### config.mk
export PLATFORM = sky130hd
export DESIGN_NAME = instruction_encoder_flat
export DESIGN_NICKNAME = d
export VERILOG_FILES = /design/src/rtl/instruction_encoder_if.sv /design/src/rtl/instruction_encoder.sv /design/src/flat_wrapper.sv
export SDC_FILE = /design/constraint.sdc
export NUM_CORES = 2
export LEC_CHECK = 0
export CAP_MARGIN = 30
export CORE_ASPECT_RATIO = 1.2
export CORE_MARGIN = 1
export CORE_UTILIZATION = 50
export CTS_BUF_LIST = sky130_fd_sc_hd__clkbuf_8
export DETAILED_ROUTE_END_ITERATION = 12
export DONT_BUFFER_PORTS = 1
export PLACE_DENSITY_LB_ADDON = 0.05
export SYNTH_ARGS = -nofsm -noshare
export SYNTH_HDL_FRONTEND = slang
export SYNTH_SLANG_ARGS = --single-unit
### constraint.sdc
create_clock -name clk -period 12.1 [get_ports clk]
set_input_delay 1.815 -clock clk [delete_from_list [all_inputs] [get_ports clk]]
set_output_delay 1.815 -clock clk [all_outputs]
set_load 0.03 [all_outputs]
### src/rtl/instruction_encoder_if.sv
// Loader/fetch-facing bus of the instruction encoder: descriptor handshake,
// load control/status and the fetch port.
interface instruction_encoder_if #(parameter int ADDR_W = 6);
  logic              in_valid;
  logic              in_ready;
  logic [2:0]        in_op;
  logic [4:0]        in_rd;
  logic [4:0]        in_rs1;
  logic [4:0]        in_rs2;
  logic [12:0]       in_imm;
  logic              seal;
  logic              clear;
  logic [ADDR_W:0]   count;
  logic              full;
  logic              err;
  logic [7:0]        err_cnt;
  logic              sealed;
  logic [63:0]       fetch_addr;
  logic [31:0]       fetch_inst;
  logic              fetch_valid;

  modport master (
    output in_valid, in_op, in_rd, in_rs1, in_rs2, in_imm, seal, clear, fetch_addr,
    input  in_ready, count, full, err, err_cnt, sealed, fetch_inst, fetch_valid
  );

  modport slave (
    input  in_valid, in_op, in_rd, in_rs1, in_rs2, in_imm, seal, clear, fetch_addr,
    output in_ready, count, full, err, err_cnt, sealed, fetch_inst, fetch_valid
  );
endinterface

### src/rtl/instruction_encoder.sv
// Encodes add/sub/and/or/ld/sd/beq descriptors into RV64 words, buffers them and
// serves them to fetch once sealed. Optional: ENC_X0_CHECK_EN rejects rd==x0 writers.
module instruction_encoder #(
  parameter int DEPTH  = 64,
  parameter int ADDR_W = 6
) (
  input logic                   clk,
  input logic                   rst_n,
  instruction_encoder_if.slave  enc
);
  localparam logic [31:0] NOP = 32'h00000013;

  typedef enum logic [1:0] {S_LOAD, S_DRAIN, S_RUN} state_e;

  typedef struct packed {
    logic [2:0]  op;
    logic [4:0]  rd;
    logic [4:0]  rs1;
    logic [4:0]  rs2;
    logic [12:0] imm;
  } desc_t;

  state_e            state_q;
  desc_t             stg_q;
  logic              stg_vld_q;
  logic [ADDR_W:0]   count_q;
  logic              err_q;
  logic [7:0]        err_cnt_q;
  logic              sealed_q;
  logic [31:0]       fetch_inst_q;
  logic              fetch_valid_q;
  logic [31:0]       mem [DEPTH];

  logic [ADDR_W+1:0] occ;
  logic              ready;
  logic              accept;
  logic              legal;
  logic [31:0]       word;
  logic              wr;
  logic              in_range;
  logic [ADDR_W-1:0] slot;

  // Occupancy includes the stage register so a full buffer never over-accepts.
  assign occ    = {1'b0, count_q} + (ADDR_W+2)'(stg_vld_q);
  assign ready  = (state_q == S_LOAD) && (occ < (ADDR_W+2)'(DEPTH));
  assign accept = enc.in_valid && ready;

  always_comb begin
    legal = 1'b1;
    word  = NOP;
    case (stg_q.op)
      3'd0: word = {7'b0000000, stg_q.rs2, stg_q.rs1, 3'b000, stg_q.rd, 7'b0110011};
      3'd1: word = {7'b0100000, stg_q.rs2, stg_q.rs1, 3'b000, stg_q.rd, 7'b0110011};
      3'd2: word = {7'b0000000, stg_q.rs2, stg_q.rs1, 3'b111, stg_q.rd, 7'b0110011};
      3'd3: word = {7'b0000000, stg_q.rs2, stg_q.rs1, 3'b110, stg_q.rd, 7'b0110011};
      3'd4: begin
        word  = {stg_q.imm[11:0], stg_q.rs1, 3'b011, stg_q.rd, 7'b0000011};
        legal = (stg_q.imm[12] == stg_q.imm[11]);
      end
      3'd5: begin
        word  = {stg_q.imm[11:5], stg_q.rs2, stg_q.rs1, 3'b011, stg_q.imm[4:0], 7'b0100011};
        legal = (stg_q.imm[12] == stg_q.imm[11]);
      end
      3'd6: begin
        word  = {stg_q.imm[12], stg_q.imm[10:5], stg_q.rs2, stg_q.rs1, 3'b000,
                 stg_q.imm[4:1], stg_q.imm[11], 7'b1100011};
        legal = ~stg_q.imm[0];
      end
      default: legal = 1'b0;
    endcase
`ifdef ENC_X0_CHECK_EN
    if (stg_q.op <= 3'd4 && stg_q.rd == 5'd0) legal = 1'b0;
`else
`endif
  end

  assign wr       = stg_vld_q && legal;
  assign slot     = enc.fetch_addr[ADDR_W+1:2];
  assign in_range = enc.fetch_addr < {{(64-ADDR_W-3){1'b0}}, count_q, 2'b00};

  // Buffer contents survive reset; only count decides what is visible.
  always_ff @(posedge clk) begin
    if (wr) mem[count_q[ADDR_W-1:0]] <= word;
  end

  always_ff @(posedge clk) begin
    if (!rst_n) begin
      state_q       <= S_LOAD;
      stg_q         <= '0;
      stg_vld_q     <= 1'b0;
      count_q       <= '0;
      err_q         <= 1'b0;
      err_cnt_q     <= '0;
      sealed_q      <= 1'b0;
      fetch_inst_q  <= NOP;
      fetch_valid_q <= 1'b0;
    end else begin
      stg_vld_q <= accept;
      if (accept) stg_q <= '{op: enc.in_op, rd: enc.in_rd, rs1: enc.in_rs1,
                             rs2: enc.in_rs2, imm: enc.in_imm};
      err_q <= stg_vld_q && !legal;
      if (stg_vld_q && !legal && err_cnt_q != 8'hFF) err_cnt_q <= err_cnt_q + 8'd1;
      if (wr) count_q <= count_q + 1'b1;

      if (sealed_q && in_range) begin
        fetch_inst_q  <= mem[slot];
        fetch_valid_q <= 1'b1;
      end else begin
        fetch_inst_q  <= NOP;
        fetch_valid_q <= 1'b0;
      end

      case (state_q)
        S_LOAD:  if (enc.seal) state_q <= S_DRAIN;
        S_DRAIN: if (!stg_vld_q) begin
          state_q  <= S_RUN;
          sealed_q <= 1'b1;
        end
        S_RUN:   if (enc.clear) begin
          state_q  <= S_LOAD;
          count_q  <= '0;
          sealed_q <= 1'b0;
        end
        default: state_q <= S_LOAD;
      endcase
    end
  end

  assign enc.in_ready    = ready;
  assign enc.count       = count_q;
  assign enc.full        = (count_q == (ADDR_W+1)'(DEPTH));
  assign enc.err         = err_q;
  assign enc.err_cnt     = err_cnt_q;
  assign enc.sealed      = sealed_q;
  assign enc.fetch_inst  = fetch_inst_q;
  assign enc.fetch_valid = fetch_valid_q;
endmodule

### src/flat_wrapper.sv
// flat-port wrapper written by rule: the top's interface ports become plain ports
module instruction_encoder_flat 
#(
  parameter int DEPTH  = 64,
  parameter int ADDR_W = 6
)
  (clk, rst_n, enc_in_valid, enc_in_op, enc_in_rd, enc_in_rs1, enc_in_rs2, enc_in_imm, enc_seal, enc_clear, enc_fetch_addr, enc_in_ready, enc_count, enc_full, enc_err, enc_err_cnt, enc_sealed, enc_fetch_inst, enc_fetch_valid);
  instruction_encoder_if #(.ADDR_W(ADDR_W)) enc_i ();
  input logic clk;
  input logic rst_n;
  input wire logic [$bits(enc_i.in_valid)-1:0] enc_in_valid;
  input wire logic [$bits(enc_i.in_op)-1:0] enc_in_op;
  input wire logic [$bits(enc_i.in_rd)-1:0] enc_in_rd;
  input wire logic [$bits(enc_i.in_rs1)-1:0] enc_in_rs1;
  input wire logic [$bits(enc_i.in_rs2)-1:0] enc_in_rs2;
  input wire logic [$bits(enc_i.in_imm)-1:0] enc_in_imm;
  input wire logic [$bits(enc_i.seal)-1:0] enc_seal;
  input wire logic [$bits(enc_i.clear)-1:0] enc_clear;
  input wire logic [$bits(enc_i.fetch_addr)-1:0] enc_fetch_addr;
  output wire logic [$bits(enc_i.in_ready)-1:0] enc_in_ready;
  output wire logic [$bits(enc_i.count)-1:0] enc_count;
  output wire logic [$bits(enc_i.full)-1:0] enc_full;
  output wire logic [$bits(enc_i.err)-1:0] enc_err;
  output wire logic [$bits(enc_i.err_cnt)-1:0] enc_err_cnt;
  output wire logic [$bits(enc_i.sealed)-1:0] enc_sealed;
  output wire logic [$bits(enc_i.fetch_inst)-1:0] enc_fetch_inst;
  output wire logic [$bits(enc_i.fetch_valid)-1:0] enc_fetch_valid;
  assign enc_i.in_valid = enc_in_valid;
  assign enc_i.in_op = enc_in_op;
  assign enc_i.in_rd = enc_in_rd;
  assign enc_i.in_rs1 = enc_in_rs1;
  assign enc_i.in_rs2 = enc_in_rs2;
  assign enc_i.in_imm = enc_in_imm;
  assign enc_i.seal = enc_seal;
  assign enc_i.clear = enc_clear;
  assign enc_i.fetch_addr = enc_fetch_addr;
  assign enc_in_ready = enc_i.in_ready;
  assign enc_count = enc_i.count;
  assign enc_full = enc_i.full;
  assign enc_err = enc_i.err;
  assign enc_err_cnt = enc_i.err_cnt;
  assign enc_sealed = enc_i.sealed;
  assign enc_fetch_inst = enc_i.fetch_inst;
  assign enc_fetch_valid = enc_i.fetch_valid;
  instruction_encoder #(.DEPTH(DEPTH), .ADDR_W(ADDR_W)) u_core (.clk(clk), .rst_n(rst_n), .enc(enc_i));
endmodule
[Word level (Yosys, flattened, before mapping)]
Memories as Yosys holds them, arrays and structs flattened. A register that Yosys moved wholly into a read port is not among the register bits.
Cells that the tools add are included.
Storage, ports and cells
  register bits: 52
  RAM bits: 2048
  word-level logic and storage cells: 64
  memories kept: 1
Memory list
  u_core.mem: depth 64, width 32, rd ports 1, clocked after memory_dff 1, wr ports 1, RTL line instruction_encoder.sv:32  | logic [31:0] mem [DEPTH];
Cells by class
  add/subtract/negate cells: 3
  $lt $le $gt $ge: 2
  equality and inequality tests: 14
  multiplexer cells: 15
  bitwise logic cells: 1
  reduce and logical (&&, ||, !) cells: 16
Operator list (number)
  $pmux W32 S7: 1
  $lt A64 B9 Y1: 1
  $mux W7: 3
  $eq A3 B3 Y1 const B: 3
  $add A7 B1 Y8: 1
  $add A8 B1 Y8 const B: 1
  $lt A8 B7 Y1 const B: 1
  $ne A8 B8 Y1 const B: 1
  $add A7 B1 Y7 const B: 1
  $eq A7 B7 Y1 const B: 1
  $eq A3 B2 Y1 const B: 2
  $logic_and A1 B1 Y1: 6
  $mux W2: 3
  $ne A2 B2 Y1 const B: 3
  $pmux W2 S3: 1
  $reduce_and A3 Y1: 2
  $mux W1: 5
  $reduce_or A4 Y1: 1
  $eq A3 B1 Y1 const B: 1
  $logic_not A3 Y1: 1
  $pmux W1 S3: 1
  $eq A2 B1 Y1 const B: 1
  $eq A2 B2 Y1 const B: 1
  $logic_not A1 Y1: 2
  other kinds (7): 7

[Depth between registers and ports, before layout]
  depth after elaboration: 7
  gate-level depth with buffers: 10
  depth with buffers taken out: 7

[Worst setup path after synthesis]
OpenSTA, ideal clock, no wires.
  kind: register -> register
  start point: register u_core.stg_q[30] (netlist name)
  end point: memory u_core.mem[0][20] (data pin)
  library setup time: 0.702 ns
  arrival time: 3.553 ns
  data required time: 11.398 ns
  setup slack: 7.846 ns
  stages on the path, launching flop included: 6
  clock period less this slack: 4.254 ns
  path through: dfxtp_1 > clkbuf_1 > inv_1 > nor2_1 > a22oi_1 > o21ai_0
Between the ends
  longest elaborated chain between the ends: 2
  elaborated cells on any way between the ends: 8
  classes of those cells: eq/ne (6); mux (1); reduce/logical (1)
Ends and longest elaborated chain
  start, declared: RTL line instruction_encoder.sv:24  | desc_t stg_q;
  start signal, assigned: RTL line instruction_encoder.sv:99  | if (accept) stg_q <= '{op: enc.in_op, rd: enc.in_rd, rs1: enc.in_rs1,
  $eq A3 B3 Y1 (tied with other cells): RTL line instruction_encoder.sv:51  | case (stg_q.op)
  $pmux W32 S7 (*): RTL line instruction_encoder.sv:51
  via u_core.word[20]: RTL line instruction_encoder.sv:38  | logic [31:0] word;
  end, declared: RTL line instruction_encoder.sv:32
Mark *: on every way through the listed nets, which the timed path passes. The rest lies on a longest branch.

[Final worst setup path]
  start point: input enc_fetch_addr[4]
  end point: register u_core.fetch_inst_q[27] (netlist: u_core.enc.fetch_inst[27]), read port of u_core.mem
Between the ends
  longest elaborated chain between the ends: 4
Ends and longest elaborated chain
  start, declared: RTL line flat_wrapper.sv:19  | input wire logic [$bits(enc_i.fetch_addr)-1:0] enc_fetch_addr;
  $lt A64 B9 Y1: RTL line instruction_encoder.sv:79  | assign in_range = enc.fetch_addr < {{(64-ADDR_W-3){1'b0}}, count_q, 2'b00};
  $logic_and A1 B1 Y1: RTL line instruction_encoder.sv:105  | if (sealed_q && in_range) begin
  $reduce_and A2 Y1 (no line)
  $logic_not A1 Y1 (no line)
  end, declared: RTL line instruction_encoder.sv:30  | logic [31:0] fetch_inst_q;
Parallel ways exist; a longest one is shown, timed or not.
A chain may end at the register's enable or synchronous reset.

==> results_dict.tcl <==
set metrics [dict create \
    synth_commonest_cells "edfxtp_1 (1792), mux2_2 (270), mux4_2 (230), mux2i_1 (168), o22ai_1 (135)" \
    p_leak_nw 26.5 \
    clk_latency_ps 1010 \
    grt_pass1_wl_um 272000 \
    cts_htree_levels 5 \
    gp_congestion 0.837 \
    path_clk_slew_ps 60 \
    ios 152 \
    wl_per_cell_um 31.8 \
    cp_max_fo 662 \
    switching_share_pct 21.8 \
    finClkSkew_ps 57.7 \
    period_needed_ps 5650 \
    dpl.hpwl_um 101000 \
    startpoint_type "input port" \
    vias 36885 \
    synth_compound_area_share_pct 5.36 \
    violations "slew limit" \
    maxCapViolations 0 \
    fin_crit_sh_pct 46.7 \
    worst_setup_path_end_kind "register" \
    setup_tns_ps 0 \
    grt_max_degree 663 \
    cts_setup_buffers 0 \
    critPathKind "in2reg" \
    syn_avg_cell_area_um2 19.7 \
    drcViolationCount 0 \
    p_comb_share_pct 4.7 \
    area_growth_pct 12.3 \
    core_area_mm2 0.143 \
    slew_viol_final 430 \
    outcome "finished with violations" \
    syn-cell-area_mm2 0.0721 \
    holdWs_ps 456 \
    std_cell_rows 152 \
    power.ir.vdd_worst_v 0.000106 \
    place_ws_ps 6420 \
    routed_wl_um 192000 \
    setup_violations 0 \
    synth_cells 3670 \
    holdBufCountCts 0 \
    finish.utilization_pct 56.6 \
    worstPathRequired_ps 12960 \
    drtPass1Iterations 5 \
    final-seq-area_mm2 0.0554 \
    fin_ws_ps 6450 \
    muxShareOfSynthArea_pct 13.7 \
    synth_top_area_share_pct 74.6 \
    die_area_mm2 0.146 \
    hp-class "reg2reg" \
    synth_seq_cells 1872 \
    synth_edf_count 1792 \
    drive_gt1_share_pct 27.8 \
    final.fill_count 10942 \
    grt_use_total_pct 26.6 \
    synth-simple-area-share_pct 2.26 \
    yosysTopAreaCell "edfxtp_1" \
    cts_max_path_buffers 4 \
    startpoint "enc_fetch_addr[4]" \
    tightest_slew_ps 4290 \
    via_per_inst 6.09 \
    power_mw 12.7 \
    fmax_ghz 0.177 \
    pwr-share-clk_pct 39.0 \
    start_util_pct 50.4 \
    cts_tree "built" \
    synth_ff_type "edfxtp_1" \
    nNetsFinal 4020 \
    p_per_area_mw_per_mm2 157 \
    hp-start "u_core.stg_q[5]$_SDFFE_PN0P_" \
    dp_cells 5520 \
    switchingPower_mw 2.77 \
    clkSinkCount 1872 \
    yosysWarnings 0 \
    die_h_um 418 \
    synthXorXnorAreaFrac_pct 0.121 \
    p_int_mw 9.94 \
    synth_top_family_by_area "multiplexers" \
    die_w_um 349 \
    grt_overflow_total 0 \
    slew_headroom_pct -186 \
    dpl_cell_area_mm2 0.0755 \
    netlist-cell-type-count 58 \
    yosysSeqAreaShare_pct 76.8 \
    cts_root_buf "clkbuf_8" \
    multi_input_area_mm2 0.0162 \
    seqPwrFrac_pct 56.3 \
    instances_no_fill 6060 \
    cts_made_buffers 307 \
    finalInstanceArea_mm2 0.0810 \
    drt_iter0_drc 3433 \
    rsz0062_at_grt "false" \
    post_cts_resized 0 \
    antenna_left 0 \
    hold_violations 0 \
    crit-reg2reg-launch "u_core.stg_q[29]$_SDFFE_PN0P_" \
    arrival_ps 6510 \
    synth_fa_ha_area_share_pct 0.156 \
    port_buffers 0 \
    antenna_found_initial 13 \
    grt_pass1_vias 38885 \
    async_flop_share_pct 0 \
    post-synth-top-count-cell "edfxtp_1" \
    ys_top_cells_by_area "edfxtp_1 (75%), mux4_2 (7.2%), mux2_2 (4.2%), mux2i_1 (2.3%), dfxtp_1 (2.2%)" \
]
## routing by layer
layer	track usage, %	wire, um	vias to the layer above
li1	-	-	15642
met2	44.8	96200	1402
met1	33.5	75500	19472
met4	12.0	8340	0
met5	0	0	-
met3	5.30	12400	369
## final timing paths
kind	to	slack, ps	depth (start not counted)
worst min-delay path	u_core.stg_q[5]$_SDFFE_PN0P_	460	2
worst max-delay path	u_core.enc.fetch_inst[27]$_SDFF_PN0_	6450	5
worst max register to register	u_core.mem[0][19]$_DFFE_PP_	8320	6
worst min register to register	u_core.stg_q[5]$_SDFFE_PN0P_	460	2
## cell type report
type,instances,share of cell area [%]
Clock buffer,322,5.47
Clock inverter,195,1.16
Multi-Input combinational cell,1566,20.1
Timing Repair Buffer,150,1.81
Sequential cell,1872,68.4
Antenna cell,16,0.0494
Tap cell,1925,2.97
Inverter,14,0.0649
## cells by family after synthesis
kind of cell / count (synthesis)
multiplexers: 668
AO/OA/AOI/OAI: 547
XOR/XNOR: 10
buffers and inverters: 234
flip-flops: 1872
adder cells (fa/ha/maj): 9
other: 2
AND/OR/NAND/NOR: 328
## power groups by stage
stage	registers (mW)	clock network, mW	logic, mW
floorplan	7.28	0	0.397
global placement	7.28	0	0.547
detailed placement	7.28	0	0.573
CTS	7.15	5.06	0.574
global route	7.15	5.34	0.604
finish	7.15	4.95	0.601
## state kept, by name (all words and copies together) (netlist names)
signal and count:
u_core.enc.err 1, u_core.enc.err_cnt 8, u_core.enc.count 7, u_core.state_q 2, u_core.enc.sealed 1, u_core.enc.fetch_valid 1
u_core.stg_q 31, u_core.enc.fetch_inst 28, u_core.stg_vld_q 1, u_core.mem 1792
## cells in the final DEF, fill, tap and decap left out, drive strengths merged, types with 3 or more instances in the layout
cell | synthesis | routed
edfxtp | 1792 | 1792
clkbuf | 100 | 324
mux2 | 270 | 270
mux4 | 230 | 230
mux2i | 168 | 168
buf | 120 | 148
o22ai | 135 | 135
inv | 13 | 123
a22o | 112 | 112
nand2 | 86 | 86
nor2 | 86 | 86
dfxtp | 80 | 80
clkinv | 1 | 77
o21ai | 71 | 71
nor3 | 66 | 66
a22oi | 60 | 60
a211oi | 56 | 56
o31ai | 54 | 54
a21oi | 40 | 40
nand3 | 17 | 17
diode | 0 | 16
nor4 | 14 | 14
nor2b | 11 | 11
nand4 | 9 | 9
xnor2 | 9 | 9
ha | 9 | 9
and2 | 8 | 8
and3 | 8 | 8
bufinv | 0 | 6
or2 | 5 | 5
or3 | 5 | 5
conb | 2 | 4
nand2b | 4 | 4
o211ai | 4 | 4
or4 | 3 | 3
clkinvlp | 0 | 3
## worst max-delay path: stages
cell,delay (ps)
mux2_2,1430
o21ai_0,200
a211oi_1,80
nor3_1,790
o22ai_1,160
Note: power is estimated with default switching activity, not from simulation.
